$ cat src/rtl/cpu_step_pkg.sv
// ============================================================================
// Module      : cpu_step_pkg
// Description : Shared state encodings for the CPU run/halt/step sequencer.
// Revision    : 1.0 - initial release
// ============================================================================
`default_nettype none

package cpu_step_pkg;

  // Sequencer states; the encoding is visible on state_o.
  typedef enum logic [1:0] {
    ST_HALT = 2'b00,
    ST_RUN  = 2'b01,
    ST_STEP = 2'b10,
    ST_BRK  = 2'b11
  } state_e;

endpackage : cpu_step_pkg

`default_nettype wire

$ cat src/rtl/wrap_cnt.sv
// ============================================================================
// Module      : wrap_cnt
// Description : Free-wrapping counter with increment enable and a clear
//               that takes priority over the increment.
// Revision    : 1.0 - initial release
// ============================================================================
`default_nettype none

module wrap_cnt #(
  parameter int CNT_W = 32
) (
  input  logic             clk,
  input  logic             rst,
  input  logic             inc_i,
  input  logic             clr_i,
  output logic [CNT_W-1:0] cnt_o
);

  logic [CNT_W-1:0] cnt_q;

  // Count up on inc_i, wrapping naturally at 2^CNT_W; clear wins.
  always_ff @(posedge clk or posedge rst) begin
    if (rst) begin
      cnt_q <= '0;
    end else if (clr_i) begin
      cnt_q <= '0;
    end else if (inc_i) begin
      cnt_q <= cnt_q + CNT_W'(1);
    end
  end

  assign cnt_o = cnt_q;

endmodule : wrap_cnt

`default_nettype wire

$ cat src/rtl/cpu_step_ctrl.sv
// ============================================================================
// Module      : cpu_step_ctrl
// Description : Run/halt/step sequencer for the single-cycle RISC-V core.
//               Produces cpu_en_o (one high cycle = one retired instruction),
//               handles halt/run/step-N commands, stalls on memory not-ready
//               and keeps cycle/instret counters.
//               Optional macro STEP_CTRL_BP_EN enables a PC breakpoint that
//               traps before the instruction at bp_addr_i executes.
// Revision    : 1.0 - initial release
// ============================================================================
`default_nettype none

module cpu_step_ctrl
  import cpu_step_pkg::*;
#(
  parameter int CNT_W     = 32,
  parameter int STEP_W    = 8,
  parameter bit RESET_RUN = 1'b0
) (
  input  logic              clk,
  input  logic              rst,
  input  logic              cmd_halt_i,
  input  logic              cmd_run_i,
  input  logic              cmd_step_i,
  input  logic [STEP_W-1:0] step_n_i,
  input  logic              mem_ready_i,
  input  logic [31:0]       pc_in_i,
  input  logic              bp_en_i,
  input  logic [31:0]       bp_addr_i,
  input  logic              cnt_clr_i,
  output logic              cpu_en_o,
  output logic              halted_o,
  output logic              bp_hit_o,
  output logic [1:0]        state_o,
  output logic [STEP_W-1:0] step_left_o,
  output logic [CNT_W-1:0]  cycle_cnt_o,
  output logic [CNT_W-1:0]  instret_cnt_o
);

  localparam state_e c_RST_STATE = RESET_RUN ? ST_RUN : ST_HALT;

  state_e            state_q, state_d;
  logic [STEP_W-1:0] step_left_q, step_left_d;
  logic              bp_skip_q, bp_skip_d;

  logic              w_active;
  logic              w_brk_now;
  logic              w_retire;
  logic [STEP_W-1:0] w_step_load;

  assign w_active = (state_q == ST_RUN) || (state_q == ST_STEP);

`ifdef STEP_CTRL_BP_EN
  // Break before execute; bp_skip lets the trapped PC run once after resume.
  assign w_brk_now = bp_en_i && (pc_in_i == bp_addr_i) && !bp_skip_q && w_active;
`else
  assign w_brk_now = 1'b0;
  wire w_unused_bp = &{1'b0, bp_en_i, bp_addr_i, bp_skip_q};
`endif

  // rst gating keeps the datapath frozen even when reset parks us in RUN.
  assign w_retire    = w_active && mem_ready_i && !w_brk_now && !rst;
  assign w_step_load = (step_n_i == '0) ? STEP_W'(1) : step_n_i;

  // State, remaining-step and breakpoint-skip registers.
  always_ff @(posedge clk or posedge rst) begin
    if (rst) begin
      state_q     <= c_RST_STATE;
      step_left_q <= '0;
      bp_skip_q   <= 1'b0;
    end else begin
      state_q     <= state_d;
      step_left_q <= step_left_d;
      bp_skip_q   <= bp_skip_d;
    end
  end

  // Next-state: halt > step > run; breakpoint only interrupts RUN/STEP.
  always_comb begin
    state_d     = state_q;
    step_left_d = step_left_q;
    bp_skip_d   = w_retire ? 1'b0 : bp_skip_q;
    case (state_q)
      ST_HALT, ST_BRK: begin
        if (cmd_halt_i) begin
          state_d = state_q;
        end else if (cmd_step_i) begin
          state_d     = ST_STEP;
          step_left_d = w_step_load;
          bp_skip_d   = (state_q == ST_BRK);
        end else if (cmd_run_i) begin
          state_d   = ST_RUN;
          bp_skip_d = (state_q == ST_BRK);
        end
      end
      ST_RUN: begin
        if (cmd_halt_i) begin
          state_d = ST_HALT;
        end else if (w_brk_now) begin
          state_d = ST_BRK;
        end
      end
      ST_STEP: begin
        if (cmd_halt_i) begin
          state_d     = ST_HALT;
          step_left_d = '0;
        end else if (cmd_run_i) begin
          state_d     = ST_RUN;
          step_left_d = '0;
        end else if (w_brk_now) begin
          state_d     = ST_BRK;
          step_left_d = '0;
        end else if (w_retire) begin
          if (step_left_q == STEP_W'(1)) begin
            state_d     = ST_HALT;
            step_left_d = '0;
          end else begin
            step_left_d = step_left_q - STEP_W'(1);
          end
        end
      end
      default: begin
        state_d     = ST_HALT;
        step_left_d = '0;
      end
    endcase
  end

  wrap_cnt #(.CNT_W(CNT_W)) u_cycle_cnt (
    .clk   (clk),
    .rst   (rst),
    .inc_i (1'b1),
    .clr_i (cnt_clr_i),
    .cnt_o (cycle_cnt_o)
  );

  wrap_cnt #(.CNT_W(CNT_W)) u_instret_cnt (
    .clk   (clk),
    .rst   (rst),
    .inc_i (w_retire),
    .clr_i (cnt_clr_i),
    .cnt_o (instret_cnt_o)
  );

  assign cpu_en_o    = w_retire;
  assign halted_o    = (state_q == ST_HALT) || (state_q == ST_BRK);
  assign bp_hit_o    = (state_q == ST_BRK);
  assign state_o     = state_q;
  assign step_left_o = step_left_q;

endmodule : cpu_step_ctrl

`default_nettype wire

$ cat config.mk
export PLATFORM = sky130hd
export DESIGN_NAME = cpu_step_ctrl
export DESIGN_NICKNAME = d
export VERILOG_FILES = /design/src/rtl/cpu_step_pkg.sv /design/src/rtl/wrap_cnt.sv /design/src/rtl/cpu_step_ctrl.sv
export SDC_FILE = /design/constraint.sdc
export NUM_CORES = 1
export LEC_CHECK = 0
export ABC_AREA = 1
export BUFFER_PORTS_ARGS = -buffer_cell sky130_fd_sc_hd__buf_2
export CAP_MARGIN = 0
export CORE_MARGIN = 8
export CORE_UTILIZATION = 55
export CTS_BUF_LIST = sky130_fd_sc_hd__clkbuf_16
export DETAILED_ROUTE_END_ITERATION = 8
export MAX_ROUTING_LAYER = met4
export PLACE_DENSITY = 0.87
export SYNTH_ARGS = -nofsm -noshare
export SYNTH_HDL_FRONTEND = slang
export SYNTH_SLANG_ARGS = --single-unit
$ cat constraint.sdc
create_clock -name clk -period 2.75 [get_ports clk]
set_input_delay 0.1375 -clock clk [delete_from_list [all_inputs] [get_ports clk]]
set_output_delay 0.1375 -clock clk [all_outputs]
set_load 0.01 [all_outputs]
==> metrics.md <==
| Metric | Value |
|---|---|
| Global route overflow | `0` |
| Critical path arrival | `2.27 ns` |
| Clk slew on worst S/H paths | `around 0.060 ns` |
| Synth async-reset ratio | `1.00` |
| Seq. cell area | `1850 um^2` |
| Most used DFF post-synth | `dfrtp_1` |
| Clock buffer depth | `2` |
| Critical path endpoint category | `flip-flop` |
| Chip width | `107 um` |
| Post-CTS Setup Repair Bufs | `0` |
| PostCTS Resize Cnt | `0` |
| Worst slew pin tran | `0.947 ns` |
| Initial Util | `0.562` |
| Clock power frac | `0.379` |
| Largest net degree at the start of global routing | `75` |
| Final hold vios | `0` |
| Status | `finished clean` |
| Core area | `slightly above 8000 um^2` |
| Max_cap viols | `0` |
| Area Overhead vs Synth | `19.2%` |
| CP required | `slightly below 3 ns` |
| Critical path class | `reg2reg` |
| TritonCTS clock tree | `built` |
| Fin crit period | `2.06 ns` |
| 1st-iter DRT viols | `248` |
| R2R Path End | `u_instret_cnt.cnt_o[8]` |
| Switching part of the total | `0.315` |
| Clock sink count | `74` |
| Cell Pwr Density | `about 600 nW/um^2` |
| Leakage | `between 2 and 3 nW` |
| Syn. warnings | `0` |
| Setup TNS | `0 ns` |
| RSZ-0062 raised after global routing | `false` |
| DR vias | `about 4,700` |
| Final #Nets | `859` |
| Cell Rows | `33` |
| Number of iterations in the first detailed-routing pass | `5` |
| Tot GR Track Use | `0.230` |
| Seq cells post-synth | `74` |
| Syn nets | `761` |
| Synth cell types | `32` |
| Max-slew headroom | `0.369` |
| Leading cell type in the layout, fill and taps excluded | `nand2_1` |
| Cell area after synthesis | `4570 um^2` |
| Nature of the critical path startpoint | `flip-flop` |
| Final Max Tran Viols | `0` |
| Initial antenna violation count | `0` |
| # fillers | `700` |
| Hold Worst Slack | `between 0.1 and 0.15 ns` |
| Post-synth EDFFs | `0` |
| Flop pwr share | `0.389` |
| Hold_buf cts | `0` |
| Antenna-violating nets left | `0` |
| CTS Buf Count | `9` |
| DRC | `0` |
| Most frequent cells in the layout | `nand2_1 (181), nor2_1 (140), inv_1 (94)` |
| Skew-Pair Late Insertion Delay | `approximately 0.33 ns` |
| Max Fclk | `about 490 MHz` |
| Layout cell share with drive strength beyond 1 | `0.177` |
| Synth Instances | `674` |
| Input/output buffers | `91` |
| Drt wl/cell | `about 14 um` |
| Logic gate share of total power | `0.232` |
| GPL Wtd Cong | `0.929` |
| Vias/cell | `5.29` |
| Ant diodes | `0` |
| Cell-internal power | `2.21 mW` |
| Root buffer cell | `clkbuf_16` |
| IO Count | `157` |
| WL final | `12.3 mm` |
| Detailed placement HPWL | `a little over 9 mm` |
| Psw | `1.01 mW` |
| Worst VDD drop | `0.417 mV` |
| Worst R2R Path Depth | `10` |
| Post-synthesis sequential area ratio | `0.405` |
| Crit-path max FO | `10` |
| H-tree depth | `3` |
| Vias in the first global route | `4,584` |
| Chip height | `107 um` |
| First-pass GRT wire length | `21.0 mm` |
| Multi-input gate area | `2320 um^2` |
| Worst Skew | `~0.010 ns` |
| Endpoints failing setup | `0` |
| Flop2flop setup slack | `0.69 ns` |
| Tightest Hold Check Type | `in2async` |
| Critical R2R Launch | `state_o[0]` |
| Die area | `roughly 11,000 um^2` |
| Period utilization | `0.748` |
| Synthesized area per cell | `6.78 um^2` |
## routing by layer
metal | wire [um] | part of all wire | GRT usage
met1 | 5230 | 0.42 | 0.269
met2 | 6080 | 0.49 | 0.381
met3 | 875 | 0.071 | 0.0534
met4 | 133 | 0.011 | 0.0724
met5 | 0 | 0 | -
## critical path, stage by stage, from the launching register on
cell and delay, ns:
dfrtp_1 0.42, inv_1 0.06, ha_1 0.35, inv_2 0.18, nand3_4 0.20, inv_4 0.19, nand2_2 0.10, inv_1 0.13
nand2_1 0.07, o21ai_0 0.19, a21oi_1 0.06
## synthesized netlist by cell type (6+ instances only)
| master | instances | area share |
|---|---|---|
| nand2_1 | 181 | 0.15 |
| nor2_1 | 140 | 0.11 |
| inv_1 | 91 | 0.075 |
| dfrtp_1 | 74 | 0.41 |
| nand3_1 | 46 | 0.050 |
| o21ai_0 | 26 | 0.028 |
| a21oi_1 | 23 | 0.025 |
| nor3_1 | 15 | 0.016 |
| nand4_1 | 9 | 0.012 |
| xor2_1 | 9 | 0.017 |
| ha_1 | 7 | 0.019 |
| nor2_4 | 7 | 0.017 |
| nand2_2 | 6 | 0.0082 |
## state kept, by name (all words and copies together) (netlist names)
signal and flops:
step_left_o 8, state_o 2, u_instret_cnt.cnt_o 32, u_cycle_cnt.cnt_o 32
## stage by stage
stage          cell area (um^2)   util  setup slack (ns)  power, mW  std cells
5_1_grt                    5450  0.670             0.488       3.40        881
3_3_place_gp               5150  0.633             0.810       1.98        866
2_1_floorplan              4570      -             0.713       1.77        674
6_report                   5450  0.670             0.692       3.22        881
4_1_cts                    5450  0.670             0.689       3.23        881
3_5_place_dp               5150  0.633             0.708       2.01        866
## layout make-up
type                            count  share of cell area
Multi-Input combinational cell    496               0.426
Sequential cell                    74               0.340
Timing Repair Buffer               94              0.0877
Inverter                           97              0.0672
Clock buffer                        9              0.0413
Tap cell                          105              0.0241
Clock inverter                      6              0.0140
## worst max-delay path by stage
stage	slack (ns)	cells past startpoint	from	end
floorplan	0.71	8	rst	u_instret_cnt.cnt_o[14]
global placement	0.81	10	state_o[0]	u_instret_cnt.cnt_o[14]
detailed placement	0.71	10	state_o[0]	u_instret_cnt.cnt_o[8]
CTS	0.69	10	state_o[0]	u_instret_cnt.cnt_o[8]
global route	0.49	10	state_o[0]	u_instret_cnt.cnt_o[8]
finish	0.69	10	state_o[0]	u_instret_cnt.cnt_o[8]
## cell families (layout without fill, tap and decap cells)
logic type | Yosys count | in the layout | synth area share
adders and majority gates | 7 | 7 | 0.0192
and+or+nand+nor | 420 | 420 | 0.401
AOI/OAI and AO/OA | 58 | 58 | 0.0662
buffers and inverters | 104 | 206 | 0.0870
DFF | 74 | 74 | 0.405
xor gates and xnor gates | 11 | 11 | 0.0211
## power by group through the flow
stage               sequential (mW)  combinational (mW)  clock [mW]
floorplan                      1.29               0.483           0
global placement               1.26               0.717           0
detailed placement             1.27               0.743           0
CTS                            1.25               0.752        1.23
global route                   1.27               0.845        1.28
finish                         1.25               0.746        1.22
Power figures use the tool's default switching activity.
